--- src/rtl/q2_pkg.sv ---
// q2_pkg -- shared definitions for the Q2 front-panel sequencer.
//   Q2_AW          : Q2 word / address width
//   Q2_DEB_CYCLES  : default switch debounce length in clocks
//   ST_*           : panel FSM state encoding
//   SW_*           : bit index of each panel switch in the raw/event vectors
package q2_pkg;

  localparam int Q2_AW         = 12;
  localparam int Q2_DEB_CYCLES = 16;

  localparam logic [2:0] ST_HALT  = 3'd0;
  localparam logic [2:0] ST_WR    = 3'd1;
  localparam logic [2:0] ST_RUN   = 3'd2;
  localparam logic [2:0] ST_DRAIN = 3'd3;
  localparam logic [2:0] ST_STEP  = 3'd4;

  localparam int SW_STOP   = 0;
  localparam int SW_LDADDR = 1;
  localparam int SW_DEP    = 2;
  localparam int SW_INCP   = 3;
  localparam int SW_START  = 4;
  localparam int NUM_SW    = 5;

endpackage

--- src/rtl/q2_panel_debounce.sv ---
// q2_panel_debounce -- one panel switch: 2-flop synchronizer, stability
// counter and rising-edge event.
//   clk, rst_n : board clock, async active-low reset
//   i_raw      : raw switch level
//   o_rise     : one-clock pulse when the debounced level goes 0->1
// The event is raised in the same cycle the level register is about to flip,
// so it appears DEB_CYCLES+1 clocks after the raw input rises.
module q2_panel_debounce #(
  parameter int DEB_CYCLES = 16
) (
  input  logic clk,
  input  logic rst_n,
  input  logic i_raw,
  output logic o_rise
);

  localparam int CW = (DEB_CYCLES > 1) ? $clog2(DEB_CYCLES) : 1;
  localparam logic [CW-1:0] CNT_MAX = CW'(DEB_CYCLES - 1);

  logic [1:0]    r_sync;
  logic          r_lvl;
  logic [CW-1:0] r_cnt;
  logic          w_flip;

  assign w_flip = (r_sync[1] != r_lvl) && (r_cnt == CNT_MAX);
  assign o_rise = w_flip & ~r_lvl;

  always_ff @(posedge clk or negedge rst_n) begin
    if (!rst_n) begin
      r_sync <= '0;
      r_lvl  <= 1'b0;
      r_cnt  <= '0;
    end else begin
      r_sync <= {r_sync[0], i_raw};
      // any bounce back to the current level restarts the stability window
      if (r_sync[1] == r_lvl) begin
        r_cnt <= '0;
      end else if (w_flip) begin
        r_lvl <= r_sync[1];
        r_cnt <= '0;
      end else begin
        r_cnt <= r_cnt + CW'(1);
      end
    end
  end

endmodule

--- src/rtl/q2_panel_ctrl.sv ---
// q2_panel_ctrl -- Q2 front-panel sequencer.
// Debounces the dep/incp/ldaddr/start/stop switches, owns the memory port
// while the CPU is halted (deposit, address increment, entry-point load) and
// gates the CPU run enable for free-run and single-step.
//   clk, rst_n     : board clock, async active-low reset
//   sw             : data/address switches
//   dep/incp/ldaddr/start/stop : raw panel switches (active-high)
//   cpu_fetch      : CPU instruction-boundary strobe
//   cpu_run        : CPU clock enable
//   pc_load/pc_val : one-cycle PC load request and value
//   pnl_own        : memory mux select (1 = panel port)
//   pnl_addr/pnl_wdata/pnl_we : panel memory write port
// Build option: define PANEL_AUTOINC_EN to post-increment pnl_addr on every
// deposit (the write itself uses the pre-increment address).
module q2_panel_ctrl
  import q2_pkg::*;
#(
  parameter int DEB_CYCLES = Q2_DEB_CYCLES,
  parameter int AW         = Q2_AW
) (
  input  logic          clk,
  input  logic          rst_n,
  input  logic [AW-1:0] sw,
  input  logic          dep,
  input  logic          incp,
  input  logic          ldaddr,
  input  logic          start,
  input  logic          stop,
  input  logic          cpu_fetch,
  output logic          cpu_run,
  output logic          pc_load,
  output logic [AW-1:0] pc_val,
  output logic          pnl_own,
  output logic [AW-1:0] pnl_addr,
  output logic [AW-1:0] pnl_wdata,
  output logic          pnl_we
);

  logic [NUM_SW-1:0] w_raw;
  logic [NUM_SW-1:0] w_rise;
  logic w_ev_stop, w_ev_ld, w_ev_dep, w_ev_inc, w_ev_start;

  logic [2:0]    r_state;
  logic          r_run;
  logic          r_own;
  logic          r_pc_load;
  logic [AW-1:0] r_pc_val;
  logic [AW-1:0] r_addr;
  logic [AW-1:0] r_wdata;
  logic          r_we;
  logic          r_armed;

  assign w_raw[SW_STOP]   = stop;
  assign w_raw[SW_LDADDR] = ldaddr;
  assign w_raw[SW_DEP]    = dep;
  assign w_raw[SW_INCP]   = incp;
  assign w_raw[SW_START]  = start;

  for (genvar g = 0; g < NUM_SW; g++) begin : g_deb
    q2_panel_debounce #(.DEB_CYCLES(DEB_CYCLES)) u_deb (
      .clk    (clk),
      .rst_n  (rst_n),
      .i_raw  (w_raw[g]),
      .o_rise (w_rise[g])
    );
  end

  // fixed priority: stop > ldaddr > dep > incp > start; losers are dropped
  assign w_ev_stop  = w_rise[SW_STOP];
  assign w_ev_ld    = w_rise[SW_LDADDR] & ~w_ev_stop;
  assign w_ev_dep   = w_rise[SW_DEP]    & ~w_ev_stop & ~w_rise[SW_LDADDR];
  assign w_ev_inc   = w_rise[SW_INCP]   & ~w_ev_stop & ~w_rise[SW_LDADDR]
                                        & ~w_rise[SW_DEP];
  assign w_ev_start = w_rise[SW_START]  & ~w_ev_stop & ~w_rise[SW_LDADDR]
                                        & ~w_rise[SW_DEP] & ~w_rise[SW_INCP];

  // run and own always switch on the same edge and in opposite directions,
  // so the mux never sees panel ownership while the CPU is enabled
  always_ff @(posedge clk or negedge rst_n) begin
    if (!rst_n) begin
      r_state   <= ST_HALT;
      r_run     <= 1'b0;
      r_own     <= 1'b1;
      r_pc_load <= 1'b0;
      r_pc_val  <= '0;
      r_addr    <= '0;
      r_wdata   <= '0;
      r_we      <= 1'b0;
      r_armed   <= 1'b0;
    end else begin
      r_pc_load <= 1'b0;
      case (r_state)
        ST_HALT: begin
          if (w_ev_stop) begin
            r_state <= ST_STEP;
            r_run   <= 1'b1;
            r_own   <= 1'b0;
            r_armed <= 1'b0;
          end else if (w_ev_ld) begin
            r_addr    <= sw;
            r_pc_val  <= sw;
            r_pc_load <= 1'b1;
          end else if (w_ev_dep) begin
            r_state <= ST_WR;
            r_wdata <= sw;
            r_we    <= 1'b1;
          end else if (w_ev_inc) begin
            r_addr <= r_addr + AW'(1);
          end else if (w_ev_start) begin
            r_state <= ST_RUN;
            r_run   <= 1'b1;
            r_own   <= 1'b0;
          end
        end
        ST_WR: begin
          r_we    <= 1'b0;
          r_state <= ST_HALT;
`ifdef PANEL_AUTOINC_EN
          r_addr  <= r_addr + AW'(1);
`endif
        end
        ST_RUN: begin
          if (w_ev_stop) r_state <= ST_DRAIN;
        end
        ST_DRAIN: begin
          // the fetch cycle still runs; the CPU halts at the boundary
          if (cpu_fetch) begin
            r_state <= ST_HALT;
            r_run   <= 1'b0;
            r_own   <= 1'b1;
          end
        end
        ST_STEP: begin
          // first boundary starts the instruction, second one ends it
          if (cpu_fetch) begin
            if (r_armed) begin
              r_state <= ST_HALT;
              r_run   <= 1'b0;
              r_own   <= 1'b1;
              r_armed <= 1'b0;
            end else begin
              r_armed <= 1'b1;
            end
          end
        end
        default: begin
          r_state <= ST_HALT;
          r_run   <= 1'b0;
          r_own   <= 1'b1;
          r_we    <= 1'b0;
          r_armed <= 1'b0;
        end
      endcase
    end
  end

  assign cpu_run   = r_run;
  assign pc_load   = r_pc_load;
  assign pc_val    = r_pc_val;
  assign pnl_own   = r_own;
  assign pnl_addr  = r_addr;
  assign pnl_wdata = r_wdata;
  assign pnl_we    = r_we;

endmodule

--- config.mk ---
export PLATFORM = sky130hd
export DESIGN_NAME = q2_panel_ctrl
export DESIGN_NICKNAME = d
export VERILOG_FILES = /design/src/rtl/q2_pkg.sv /design/src/rtl/q2_panel_debounce.sv /design/src/rtl/q2_panel_ctrl.sv
export SDC_FILE = /design/constraint.sdc
export NUM_CORES = 1
export LEC_CHECK = 0
export CAP_MARGIN = 5
export CORE_MARGIN = 3
export CORE_UTILIZATION = 30
export CTS_CLUSTER_DIAMETER = 30
export DETAILED_ROUTE_END_ITERATION = 6
export SYNTH_ARGS = -nofsm -noshare
export SYNTH_HDL_FRONTEND = slang
export SYNTH_SLANG_ARGS = --single-unit
--- constraint.sdc ---
create_clock -name clk -period 2.4 [get_ports clk]
set_clock_uncertainty 0.1 [all_clocks]
set_input_delay 0.48 -clock clk [delete_from_list [all_inputs] [get_ports clk]]
set_output_delay 0.48 -clock clk [all_outputs]
set_load 0.005 [all_outputs]
==> metrics <==
asr flop ratio synth=100%; Post-Syn Area per Cell=11.4 um2; part of the cycle the worst path needs=98.8%; Peak VDD IR=0.342 mV; post-synthesis net count=327; count of cell types in the netlist=44; global-route wire length before repair=12800 um; unrepaired setup endpoints after global routing=true; Overall Power=3220 uW; die width=113 um; DRT Pass-1 Iters=4; status=finished, final reports clean; fin. max-slew vios=0; most common cell in the netlist=dfrtp_1; Nets=405; grt total ovfl=0; initial antenna violation count=0; # rows=38; share of layout cells above drive strength 1=18.8%; Reg-to-Reg Start=g_deb[1].u_deb.r_cnt[1]; Clock Sink Count=79; top post-synthesis cells by count=dfrtp_1 (78), nand2_1 (28), a21oi_1 (27), mux2_2 (27), nor2_1 (17); Final Critical Period=2.37 ns; fillers=1012; vias in the first global route=2561; Yosys reg bits=79; Worst-Skew Late Latency=0.33 ns; I/O Buffers=59; Leak Pwr=0.00204 uW; CTS tree=yes; clock slew at reported path FFs=0.06 ns; Seq/Total Area, Yosys=57.7%; final WL=7480 um; CTS Root Cell=clkbuf_16; Avg Vias per Cell=4.83; crit path max fanout=3; Initial Utilization=31.2%; hold_buf cts=0; initial drt markers=94; Max-cap violations=0; mapped cell area=3430 um2; area grow syn2layout=35.8%; dominant cells by area after synthesis=dfrtp_1 (57%), mux2_2 (8.9%), a21oi_1 (3.9%), nand2_1 (3.1%), xnor2_1 (2.8%); Global Route Usage Sum=12.6%; diodes inserted=0; share of the synthesized area in the top cell type=56.9%; Yosys top cell by area=dfrtp_1; H-Tree Depth=3; Syn. warnings=0; number of I/O pins=60; routability cong.=0.736; routed wire length per instance=14.3 um; endpoints failing hold=0; Routed Antenna Nets=0; via count=2524; die height=113 um; EDFF count, synth=0; worst hold path type=in -> async; Max Freq=422 MHz; CTS max path bufs=2; Worst setup SP type=register; largest net degree at the start of global routing=45; Cells after Synth=301; Setup crit end kind=register; Hold WS=0.00336 ns; Max-slew headroom=49.3%; PD cells=692 nW/um2; drt drc=0; Critical Path AT=2.48 ns; Critical path origin=g_deb[1].u_deb.r_cnt[1]; TritonCTS Buffers=9; Die Area=12700 um2; Worst Setup Path Type=reg -> reg; worst endpoint required time=2.51 ns; # setup viols final=0; worst-margin pin slew=0.756 ns; Synth Flop Type=dfrtp_1; CORE AREA=11000 um2; dpl hpwl=5420 um
## layer usage
metal	up-vias	GRT usage, %	part of all wire, %
li1	1235	-	-
met1	1216	16.7	47
met2	64	19.9	47
met3	9	2.78	4.2
met4	0	5.29	1.8
met5	-	0	0
## cells by family (layout without fill, tap and decap cells)
kind of cell,Yosys count,after routing,share of synthesized area (%)
simple gates,95,95,14.2
flops,79,79,57.7
compound gates,63,63,10.9
mux,30,30,10.0
buf+inv,17,99,2.12
xor+xnor,11,11,2.81
fa+ha+maj,6,6,2.19
## critical path, stage by stage (launching register included)
cell	delay, ns
dfrtp_1	0.40
ha_2	0.20
and3_4	0.15
and3b_2	0.23
o21a_4	0.22
a311o_1	0.30
or3_4	0.36
mux2_4	0.30
## metrics by stage
step                cells  utilization, %  instance area (um2)  setup TNS [ns]  setup slack (ns)
finish                523            42.4                 4660               0            0.0290
global route          523            42.4                 4660         -0.0320           -0.0320
CTS                   521            42.1                 4630               0            0.0187
detailed placement    506            39.0                 4280               0            0.0398
global placement      506            39.0                 4280               0            0.0587
floorplan             301               -                 3430        -0.00278          -0.00278
## layout by cell type, fill, tap and decap left out, drive strengths merged, types with 2 or more instances in the layout
cell	n
nor2b	9
inv	8
buf	18
and3	6
ha	6
or3	2
nand3	11
xnor2	11
nand2b	2
clkdlybuf4s50	58
dfrtp	78
mux2	29
a21oi	27
nand4b	4
clkbuf	12
nand2	28
a2bb2oi	2
nor2	17
o22ai	6
nor3	9
bufinv	3
a31oi	3
o21ai	15
a22oi	2
nor3b	2
## final cells by class
type | count | area, um2 | area share (%)
multi-input cells | 205 | 1400 | 30.0
flip-flops and latches | 79 | 1980 | 42.5
well taps | 140 | 175 | 3.76
clock inverters | 3 | 90.1 | 1.93
repair buffers | 76 | 728 | 15.6
clock buffers | 12 | 256 | 5.51
inverters | 8 | 30.0 | 0.645
## power breakdown
group / switching (uW) / internal (uW) / leakage, uW / total, uW
logic: 80.7 / 129 / 0.000909 / 210
registers: 39.8 / 1390 / 0.000965 / 1430
clock network: 511 / 1070 / 0.000169 / 1580
## registers in the layout (all words and copies together), names as in the netlist
register	cells
g_deb.u_deb.r_sync	10
pc_load	1
pnl_wdata	12
g_deb.u_deb.r_cnt	20
pnl_we	1
pc_val	12
r_state	3
cpu_run	1
g_deb.u_deb.r_lvl	5
r_armed	1
pnl_own	1
pnl_addr	12
## path summary, 6_finish.rpt
| path | cells after the start | slack, ns | to |
|---|---|---|---|
| min | 1 | 0.003 | g_deb[3].u_deb.r_sync[1] |
| max | 7 | 0.03 | cpu_run |
| max in group asynchronous | 2 | 1.52 | pnl_own |
| max reg2reg | 7 | 0.03 | cpu_run |
| min in group clk | 0 | 0.25 | g_deb[1].u_deb.r_sync[1] |
| min reg2reg | 0 | 0.25 | g_deb[1].u_deb.r_sync[1] |
## repair_timing
item | in CTS | in global routing
buffers inserted | 0 | 2
gates resized for setup | 0 | 5
setup endpoints to repair | 0 | 11
No activity file was read; power rests on OpenSTA's default activity.
